$ cat config.mk
export PLATFORM = sky130hd
export DESIGN_NAME = uart_alu_sequencer
export DESIGN_NICKNAME = d
export VERILOG_FILES = /design/src/rtl/uart_alu_pkg.sv /design/src/rtl/uart_alu_sequencer_timeout.sv /design/src/rtl/uart_alu_sequencer.sv
export SDC_FILE = /design/constraint.sdc
export NUM_CORES = 1
export LEC_CHECK = 0
export BUFFER_PORTS_ARGS = -buffer_cell sky130_fd_sc_hd__buf_2
export CORE_MARGIN = 5
export CORE_UTILIZATION = 45
export CTS_CLUSTER_DIAMETER = 100
export DETAILED_ROUTE_END_ITERATION = 12
export GPL_TIMING_DRIVEN = 0
export PLACE_DENSITY_LB_ADDON = 0.25
export SETUP_SLACK_MARGIN = 0.1
export SLEW_MARGIN = 20
export SYNTH_ARGS = -nofsm -noshare
export SYNTH_HDL_FRONTEND = slang
export SYNTH_SLANG_ARGS = --single-unit
$ cat constraint.sdc
create_clock -name clk -period 1.9 [get_ports clk]
set_input_delay 0 -clock clk [delete_from_list [all_inputs] [get_ports clk]]
set_output_delay 0 -clock clk [all_outputs]
set_load 0.005 [all_outputs]
$ cat src/rtl/uart_alu_pkg.sv
// Shared definitions for the UART/ALU sequencer: tag codes, FSM state
// encodings and default widths.
package uart_alu_pkg;

    localparam int DEF_NB_DATA = 8;
    localparam int DEF_NB_OP   = 6;

    // Tag codes as they appear in the low NB_OP bits of a tag byte
    localparam logic [DEF_NB_OP-1:0] TAG_A  = 6'h08;
    localparam logic [DEF_NB_OP-1:0] TAG_B  = 6'h10;
    localparam logic [DEF_NB_OP-1:0] TAG_OP = 6'h20;

    // One-hot sequencer states
    typedef enum logic [4:0] {
        IDLE     = 5'b00001,
        WAIT_VAL = 5'b00010,
        EXEC     = 5'b00100,
        TX_START = 5'b01000,
        TX_WAIT  = 5'b10000
    } state_t;

    // Register selected by the most recent valid tag
    typedef enum logic [1:0] {
        SEL_A  = 2'd0,
        SEL_B  = 2'd1,
        SEL_OP = 2'd2
    } sel_t;

endpackage

$ cat src/rtl/uart_alu_sequencer_timeout.sv
// seq_timeout_counter: counts cycles while enabled and flags when the count
// reaches TIMEOUT_CYCLES-1. Only instantiated when UART_SEQ_TIMEOUT_EN is set.
module seq_timeout_counter #(
    parameter int TIMEOUT_CYCLES = 50000
) (
    input  logic clk,
    input  logic i_rst,
    input  logic i_clear,
    input  logic i_enable,
    output logic o_expired
);

    localparam int CW = (TIMEOUT_CYCLES > 1) ? $clog2(TIMEOUT_CYCLES) : 1;
    localparam logic [CW-1:0] LAST = CW'(TIMEOUT_CYCLES - 1);

    logic [CW-1:0] count_reg;

    assign o_expired = (count_reg == LAST);

    // Count up while enabled; saturate at the terminal value
    always_ff @(posedge clk) begin
        if (i_rst || i_clear) begin
            count_reg <= '0;
        end else if (i_enable && !o_expired) begin
            count_reg <= count_reg + 1'b1;
        end
    end

endmodule

$ cat src/rtl/uart_alu_sequencer.sv
// uart_alu_sequencer: parses tag/value byte pairs from UART RX into the ALU
// operand/opcode registers, fires one ALU evaluation per opcode write and
// hands the result to UART TX.
// Optional build macro: UART_SEQ_TIMEOUT_EN (abandon a frame whose value
// byte does not arrive within TIMEOUT_CYCLES).
module uart_alu_sequencer
    import uart_alu_pkg::*;
#(
    parameter int NB_DATA        = DEF_NB_DATA,
    parameter int NB_OP          = DEF_NB_OP,
    parameter int TIMEOUT_CYCLES = 50000
) (
    input  logic               clk,
    input  logic               i_rst,
    input  logic [NB_DATA-1:0] i_rx_data,
    input  logic               i_rx_done,
    input  logic               i_tx_done,
    output logic               o_tx_start,
    output logic [NB_DATA-1:0] o_tx_data,
    output logic               o_alu_valid,
    output logic [NB_DATA-1:0] o_alu_data_a,
    output logic [NB_DATA-1:0] o_alu_data_b,
    output logic [NB_OP-1:0]   o_alu_op,
    input  logic [NB_DATA-1:0] i_alu_result,
    output logic               o_busy,
    output logic               o_error,
    output logic               o_overrun
);

    state_t             state_reg, state_next;
    sel_t               sel_reg, sel_next;
    logic [NB_DATA-1:0] a_reg, b_reg, result_reg;
    logic [NB_OP-1:0]   op_reg;

    logic tag_valid;
    sel_t tag_sel;
    logic wr_a, wr_b, wr_op;
    logic error_pulse, overrun_pulse;
    logic timeout_expired;

`ifdef UART_SEQ_TIMEOUT_EN
    // Counter is held clear outside WAIT_VAL so it starts from zero on entry
    seq_timeout_counter #(
        .TIMEOUT_CYCLES(TIMEOUT_CYCLES)
    ) u_timeout (
        .clk      (clk),
        .i_rst    (i_rst),
        .i_clear  (state_reg != WAIT_VAL),
        .i_enable (state_reg == WAIT_VAL),
        .o_expired(timeout_expired)
    );
`else
    logic unused_timeout_cfg;
    assign unused_timeout_cfg = (TIMEOUT_CYCLES == 0);
    assign timeout_expired    = 1'b0;
`endif

    // Tag decode: upper bits must be zero and low bits must match exactly
    always_comb begin
        tag_valid = 1'b0;
        tag_sel   = SEL_A;
        if (i_rx_data[NB_DATA-1:NB_OP] == '0) begin
            if (i_rx_data[NB_OP-1:0] == NB_OP'(TAG_A)) begin
                tag_valid = 1'b1;
                tag_sel   = SEL_A;
            end else if (i_rx_data[NB_OP-1:0] == NB_OP'(TAG_B)) begin
                tag_valid = 1'b1;
                tag_sel   = SEL_B;
            end else if (i_rx_data[NB_OP-1:0] == NB_OP'(TAG_OP)) begin
                tag_valid = 1'b1;
                tag_sel   = SEL_OP;
            end
        end
    end

    // Next-state, register write enables and status pulses
    always_comb begin
        state_next    = state_reg;
        sel_next      = sel_reg;
        wr_a          = 1'b0;
        wr_b          = 1'b0;
        wr_op         = 1'b0;
        error_pulse   = 1'b0;
        overrun_pulse = 1'b0;
        unique case (state_reg)
            IDLE: begin
                if (i_rx_done) begin
                    if (tag_valid) begin
                        sel_next   = tag_sel;
                        state_next = WAIT_VAL;
                    end else begin
                        error_pulse = 1'b1;
                    end
                end
            end
            WAIT_VAL: begin
                // A value byte wins over a timeout in the same cycle
                if (i_rx_done) begin
                    case (sel_reg)
                        SEL_A: begin
                            wr_a       = 1'b1;
                            state_next = IDLE;
                        end
                        SEL_B: begin
                            wr_b       = 1'b1;
                            state_next = IDLE;
                        end
                        SEL_OP: begin
                            wr_op      = 1'b1;
                            state_next = EXEC;
                        end
                        default: state_next = IDLE;
                    endcase
                end else if (timeout_expired) begin
                    error_pulse = 1'b1;
                    state_next  = IDLE;
                end
            end
            EXEC: begin
                overrun_pulse = i_rx_done;
                state_next    = TX_START;
            end
            TX_START: begin
                overrun_pulse = i_rx_done;
                state_next    = TX_WAIT;
            end
            TX_WAIT: begin
                overrun_pulse = i_rx_done;
                if (i_tx_done) begin
                    state_next = IDLE;
                end
            end
            default: state_next = IDLE;
        endcase
    end

    // State, operand, opcode and result registers
    always_ff @(posedge clk) begin
        if (i_rst) begin
            state_reg  <= IDLE;
            sel_reg    <= SEL_A;
            a_reg      <= '0;
            b_reg      <= '0;
            op_reg     <= '0;
            result_reg <= '0;
        end else begin
            state_reg <= state_next;
            sel_reg   <= sel_next;
            if (wr_a) begin
                a_reg <= i_rx_data;
            end
            if (wr_b) begin
                b_reg <= i_rx_data;
            end
            if (wr_op) begin
                op_reg <= i_rx_data[NB_OP-1:0];
            end
            if (state_reg == EXEC) begin
                result_reg <= i_alu_result;
            end
        end
    end

    assign o_alu_valid  = (state_reg == EXEC);
    assign o_tx_start   = (state_reg == TX_START);
    assign o_busy       = (state_reg != IDLE);
    assign o_tx_data    = result_reg;
    assign o_alu_data_a = a_reg;
    assign o_alu_data_b = b_reg;
    assign o_alu_op     = op_reg;
    assign o_error      = error_pulse;
    assign o_overrun    = overrun_pulse;

endmodule

# [Word level (Yosys, flattened, before mapping)]
# Index checks and enable logic that the tools add are counted.
[classes] eq_ne=15 muxes=27 reduce_logical=5
[op_table] cell="5-bit one-hot mux with 5 select lines" count=1
[op_table] cell="5-bit two-way mux" count=4
[op_table] cell="1-bit two-way mux" count=17
[op_table] cell="2-bit two-way mux" count=4
[op_table] cell="2-bit != test (second input constant)" count=4
[op_table] cell="6-bit by 4-bit equality test with 1-bit output (second input constant)" count=1
[op_table] cell="6-bit by 5-bit equality test with 1-bit output (second input constant)" count=1
[op_table] cell="6-bit equality test (second input constant)" count=1
[op_table] cell="5-bit by 1-bit equality test with 1-bit output (second input constant)" count=1
[op_table] cell="5-bit by 2-bit equality test with 1-bit output (second input constant)" count=1
[op_table] cell="5-bit by 3-bit equality test with 1-bit output (second input constant)" count=1
[op_table] cell="5-bit by 4-bit equality test with 1-bit output (second input constant)" count=1
[op_table] cell="5-bit equality test (second input constant)" count=1
[op_table] cell="5-bit by 1-bit != test with 1-bit output (second input constant)" count=1
[op_table] cell="2-bit zero test" count=2
[op_table] cell="4-bit AND reduction" count=1
[op_table] cell="3-bit two-way mux" count=1
[op_table] cell="3-bit AND reduction" count=1
[op_table] cell="3-bit OR reduction" count=1
[op_table] cell="2-bit by 1-bit equality test with 1-bit output (second input constant)" count=1
[op_table] cell="2-bit equality test (second input constant)" count=1
[totals] reg_bits=37 in_bits=20 out_inout_bits=35 elab_cells=53

# [Depth between registers and ports, before layout]
# Gate-level depths: netlist of the first run.
[logic_depth] word_depth=8 ltp_mapped=6 ltp_nobuf=4

# [Worst setup path before layout of the first run]
# Ideal clock, no wire load.
[synth_timing] path_type="register to register" from="reg state_reg[1]" to="reg state_reg[0]" setup_time_ps=125 t_arrival_ps=1373 setup_slack_ps=402 path_stages_with_launch=6 synth_period_minus_slack_ps=1498 path_cell_list="dfxtp_1 buf_6 or4b_4 and3b_4 nor3_2 a21oi_1"
[synth_via] elab_chain_len=3 elab_cells_between_ends=11 cone_classes="eq/ne (9); mux (1); reduce/logical (1)"
[synth_lines] element="from (decl)" line_no="uart_alu_sequencer.sv:30" text="state_t state_reg, state_next;"
[synth_lines] element="from (signal assigned)" line_no="uart_alu_sequencer.sv:147" text="state_reg <= state_next;"
[synth_lines] element="5-bit by 1-bit equality test with 1-bit output, or another cell as far along" line_no="uart_alu_sequencer.sv:85" text="unique case (state_reg)"
[synth_lines] element="2-bit != test (no line)"
[synth_lines] element="4-bit AND reduction (no line)"
# Parallel ways exist; a longest one is shown, timed or not.
# A chain may end at the register's enable or synchronous reset.

# [Worst setup path in the final report of the first run]
[layout_timing] from="reg state_reg[0]" to="out o_overrun"
[layout_via] elab_chain_len=3 elab_cells_between_ends=5 cone_classes="eq/ne (3); mux (1); reduce/logical (1)"
[layout_lines] element="5-bit by 4-bit equality test with 1-bit output, or another cell as far along" line_no="uart_alu_sequencer.sv:85"
[layout_lines] element="3-bit OR reduction (no line) (*)"
[layout_lines] element="1-bit two-way mux (*)" line_no="uart_alu_sequencer.sv:85"
[layout_lines] element="to (decl)" line_no="uart_alu_sequencer.sv:27" text="output logic o_overrun"
# Mark *: on every way between the ends. The rest lies on a longest branch, timed or not.

==> reports/qor.yml, run 1 <==
routing:
  wl_mm: 4.01
  ant_nets: 0
  vias: 1468
  first_iter_violations: 55
  wl_per_cell_um: 13.6
  viasPerCell: 4.98
  drc_errors: 0
  drtPass1Iterations: 5
sta:
  tns_ns: 0
  relSlewSlack: 0.656
  hold_viol_final: 0
  finalClockSkew_ns: 0.00751
  worst_slack_ns: 0.204
  rsz0062_at_grt: "no"
  slew_viol_final: 0
  max_freq_ghz: 0.590
  tightest_slew_ns: 0.516
  fin_crit_ns: 1.70
  timing.final.crit_share: 0.892
  setup_viol: 0
synthesis:
  synth_most_common_cell: "nor2_1"
  synthArstFlopShare: 0
  ys_warn_count: 0
  synth_top_cell_by_area: "dfxtp_1"
  yosys-top-cells-area: "dfxtp_1, mux2i_1, nor2_1"
  synth.net_count: 193
  synth_cells: 173
  synth_cell_types: 40
  synth.top_cell.area_share: 0.444
  seq_area_frac_synth: 0.444
  mappedNetlistArea_um2: 1670
  synth-edff-count: 0
  synth_seq_cells: 37
  synth_ff_type: "dfxtp_1"
  syn_avg_cell_area_um2: 9.64
  synthTopCellsByCount: "nor2_1, dfxtp_1, mux2i_1"
floorplanning:
  die-area_um2: 5020
  core-area_um2: 3630
  ios: 55
  start_util: 0.459
  std_cell_rows: 22
  fp.dieW_um: 70.9
  chipHeight_um: 70.9
global_routing:
  grt_pass1_vias: 1446
  antenna_found_initial: 0
  grt-ovfl-total: 0
  grt_pass1_wl_mm: 6.83
  track_usage: 0.170
  grt_max_degree: 14
clock_tree:
  numCtsBuffers: 5
  cts-root-buf: "clkbuf_8"
  htree_num_levels: 2
  clock-sinks: 37
  clk_latency_ns: 0.29
  clk_path_buf_depth: 2
  tritoncts: "done"
  clkTransAtPathRegs_ns: 0.07
place:
  place_hpwl_mm: 2.82
  place_ws_ns: 0.232
  globalplace.congestion: 0.760
  io_buffer_count: 50
final_layout:
  antennaDiodeCount: 0
  final_nets: 266
  final_layout_size_suffix_gt1_frac: 0.304
  syn_to_final_growth_pct: 35.9
run:
  max_cap_viol_count: 0
power_and_ir_drop:
  vdd_drop_max_v: 0.000464
  p_per_area_nw_per_um2: 690
  cellLeakagePower_nw: 1.08
min_path:
  hold_class: "input pin to flop"
setup_path:
  cp_max_fo: 10
  crit_required_ns: 1.90
  cp.arrival_ns: 1.70
  worstSetupPathType: "flop to output pin"
  cp-end-kind: "output pin"
  startpoint_type: "flop"
outcome:
  status: "finished, final reports clean"
==> stage by stage <==
| stage | instance area (um^2) | cells | utilization | total power, mW | hold WS, ns |
|---|---|---|---|---|---|
| 6_report | 2270 | 295 | 0.624 | 1.56 | 0.0691 |
| 5_1_grt | 2270 | 295 | 0.624 | 1.63 | 0.101 |
| 4_1_cts | 2230 | 293 | 0.615 | 1.58 | 0.0607 |
| 3_5_place_dp | 1980 | 271 | 0.544 | 0.875 | 0.240 |
| 3_3_place_gp | 1980 | 271 | 0.544 | 0.874 | 0.238 |
| 2_1_floorplan | 1670 | 173 | - | 0.840 | 0.0926 |
==> metal layers <==
| layer | share of wire | routed length [um] | vias up | track usage |
|---|---|---|---|---|
| met2 | 0.47 | 1880 | 47 | 0.272 |
| li1 | - | - | 744 | - |
| met4 | 0.013 | 53 | 0 | 0.0668 |
| met3 | 0.068 | 272 | 6 | 0.0582 |
| met1 | 0.45 | 1800 | 671 | 0.209 |
| met5 | 0 | 0 | - | 0 |
==> final timing paths <==
kind,cells past startpoint,start,slack [ns],to
setup / recovery,7,state_reg[0],0.20,o_overrun
hold / removal,3,i_rx_data[5],0.07,sel_reg[1]
setup reg to reg,5,state_reg[0],0.22,o_alu_op[3]
hold reg to reg,2,o_tx_data[7],0.49,o_tx_data[7]
==> logic make-up after synthesis <==
kind of cell | share of synthesized area
simple gates | 0.259
flops | 0.444
mux | 0.180
buf+inv | 0.0563
compound gates | 0.0450
xor+xnor | 0.0158
==> critical path, stage by stage, from the launching register on <==
cell and delay [ns]:
dfxtp_1 0.30, buf_4 0.15, or2_4 0.26, nor4b_4 0.31
buf_6 0.15, a21oi_1 0.04, nor2_1 0.08, buf_2 0.11
==> cell type report <==
cell class	count	area (um^2)
flip-flops and latches	37	741
inverters	2	7.51
well taps	48	60.1
multi-input cells	119	836
fillers	329	1370
clock buffers	5	68.8
plain buffers	15	88.8
clock inverters	3	46.3
repair buffers	66	418
==> where the power goes <==
part / total, mW / switching [mW] / internal, mW
logic: 0.106 / 0.0543 / 0.0516
registers: 0.776 / 0.000281 / 0.775
clock network: 0.683 / 0.290 / 0.393
==> cell usage in the layout (no fill, tap or decap), types with 2 or more instances in the layout <==
cell / instances
a21oi_1: 6
nor3b_1: 5
dfxtp_1: 37
nor4_1: 3
dlygate4sd3_1: 14
nor3_1: 2
nand3_1: 2
buf_2: 55
or4_1: 2
mux2i_1: 30
buf_6: 3
inv_1: 2
buf_4: 2
or4b_1: 2
nor2_1: 38
xor2_1: 2
clkbuf_1: 6
nand2_1: 2
clkbuf_8: 5
nor2b_1: 2
==> repair_timing <==
item | 4_1_cts | 5_1_grt
hold endpoints to repair | 17 | 0
hold buffers | 14 | 0
setup buffers | 0 | 2
gates resized for setup | 0 | 3
setup endpoints to repair | 0 | 1
(Power assumes the default switching activity.)
==> inputs of run 2 (changes only) <==
- BUFFER_PORTS_ARGS: -buffer_cell sky130_fd_sc_hd__buf_2 -> -buffer_cell sky130_fd_sc_hd__clkbuf_2
- CTS_CLUSTER_SIZE: unset -> 25
==> run 2 against run 1 <==
Net effect:
- die area stayed put
- non-clock buffer count is 7 higher
- count of clock-buffer cells in the layout is 2 higher
- total power is 8.9% lower
- first-iteration DRC count is 42% higher
- worst setup slack worse by 0.055 ns
- clock power is 20% lower
- design area is 0.83% higher
- sequential power hardly changed
==> reports/qor.yml, run 2 (synthesized netlist as in run 1, its figures left out) <==
floorplanning:
  chipHeight_um: 70.9  # unchanged
  fp.dieW_um: 70.9  # unchanged
  ios: 55  # unchanged
  std_cell_rows: 22  # unchanged
  core-area_um2: 3630  # unchanged
  die-area_um2: 5020  # unchanged
  start_util: 0.459  # unchanged
sta:
  hold_viol_final: 0  # unchanged
  timing.final.crit_share: 0.921  # +0.0287
  tns_ns: 0  # unchanged
  finalClockSkew_ns: 0.00733  # -0.000182 ns
  fin_crit_ns: 1.75  # +0.0546 ns
  relSlewSlack: 0.660  # +0.00371
  setup_viol: 0  # unchanged
  holdWs_ns: 0.00995  # -0.0591 ns
  slew_viol_final: 0  # unchanged
  tightest_slew_ns: 0.511  # -0.00557 ns
  max_freq_ghz: 0.571  # -3.1%
  rsz0062_at_grt: "yes"
place:
  place_hpwl_mm: 2.78  # -1.6%
  placed_area_um2: 1980  # unchanged
  globalplace.congestion: 0.768  # +1.1%
  io_buffer_count: 50  # unchanged
routing:
  first_iter_violations: 78  # +42%
  drc_errors: 0  # unchanged
  vias: 1497  # +2.0%
  wl_per_cell_um: 13.8  # +1.6%
  drtPass1Iterations: 6  # +1
  ant_nets: 0  # unchanged
  wl_mm: 4.16  # +3.7%
  viasPerCell: 4.97  # about the same
setup_path:
  worstSetupPathType: "flop to flop"
  max_stage_delay_ns: 0.34  # +0.03 ns
  path_cells: "buf_6, or2_4, nor4b_4, buf_6, buf_4, buf_4, mux2i_1, nor2_1"
  cp_slowest_cell: "nor4b_4"
  cp-end-kind: "flop"
  crit_required_ns: 2.06  # +0.16 ns
  startpoint_type: "flop"
  cp_max_fo: 5  # -5
  cp.arrival_ns: 1.91  # +0.21 ns
global_routing:
  antenna_found_initial: 0  # unchanged
  grt-ovfl-total: 0  # unchanged
  grt_max_degree: 11  # -3
  grt_pass1_vias: 1329  # -8.1%
  grt_pass1_wl_mm: 6.24  # -8.7%
  track_usage: 0.155  # -0.0141
run:
  max_cap_viol_count: 0  # unchanged
clock_tree:
  clkTransAtPathRegs_ns: 0.07  # about the same
  cts-root-buf: "clkbuf_8"
  numCtsBuffers: 5  # unchanged
  clock-sinks: 37  # unchanged
  clk_path_buf_depth: 2  # unchanged
  htree_num_levels: 2  # unchanged
  tritoncts: "done"
  clk_latency_ns: 0.28  # about the same
final_layout:
  antennaDiodeCount: 0  # unchanged
  layout_common_cells: "clkbuf_2, nor2_1, dfxtp_1"
  layout_commonest_cell: "clkbuf_2"
  final_nets: 273  # +2.6%
  syn_to_final_growth_pct: 37.0
  final_core_util: 0.629  # +0.00516
  final_layout_size_suffix_gt1_frac: 0.332  # +0.0284
  fin_area_um2: 2280  # +0.83%
min_path:
  hold_class: "input pin to flop"
power_and_ir_drop:
  p_per_area_nw_per_um2: 624  # -9.7%
  vdd_drop_max_v: 0.000651  # +40%
  cellLeakagePower_nw: 1.08  # +0.41%
outcome:
  status: "finished, final reports clean"
[run 2: path summary, 6_finish.rpt]
check / start / end / slack (ns) / depth (start not counted)
setup / recovery: state_reg[4] / o_tx_data[5] / 0.15 / 8
hold / removal: i_rx_data[1] / o_alu_op[1] / 0.01 / 3
setup reg to reg: state_reg[4] / o_tx_data[5] / 0.15 / 8
hold reg to reg: o_alu_data_a[5] / o_alu_data_a[5] / 0.50 / 2
[run 2: layout make-up]
type / count / area [um^2]
fill: 317 / 1350
multi-input combinational: 119 / 840
sequential: 37 / 742
timing repair buffer: 73 / 450
buffer: 15 / 98.8
clock buffer: 7 / 86.3
tap: 48 / 60.1
inverter: 2 / 7.51
[run 2: where the power goes]
group | internal, mW | switching (mW) | total, mW
registers | 0.776 | 0.000483 | 0.776
clock network | 0.288 | 0.259 | 0.547
logic | 0.0492 | 0.0526 | 0.102
total | 1.11 | 0.312 | 1.42
[run 2: critical path: cells and delay by family (launching register included)]
kind	cells	cell delay [ns]
simple gates	3	0.65
buf+inv	4	0.50
flops	1	0.32
mux	1	0.17
[run 2: through the flow]
step                      worst slack (ns)  total power [mW]  std cells
after floorplan                      0.402             0.840        173
after global placement               0.215             0.874        271
after detailed placement             0.210             0.875        271
after CTS                            0.136              1.43        290
after global routing                0.0468              1.47        301
final                                0.150              1.42        301
[run 2: per-layer routing]
| metal | vias to the layer above | wire length (um) | GRT usage |
|---|---|---|---|
| met5 | - | 0 | 0 |
| met4 | 0 | 74 | 0.0605 |
| met3 | 9 | 228 | 0.0455 |
| met2 | 46 | 1960 | 0.247 |
| met1 | 683 | 1900 | 0.198 |
| li1 | 759 | - | - |
[run 2: what timing repair did]
action	CTS	global route
setup endpoints to repair	0	4
endpoints found under the hold margin	12	0
hold buffers	12	0
buffers inserted	0	10
resized for setup	0	10
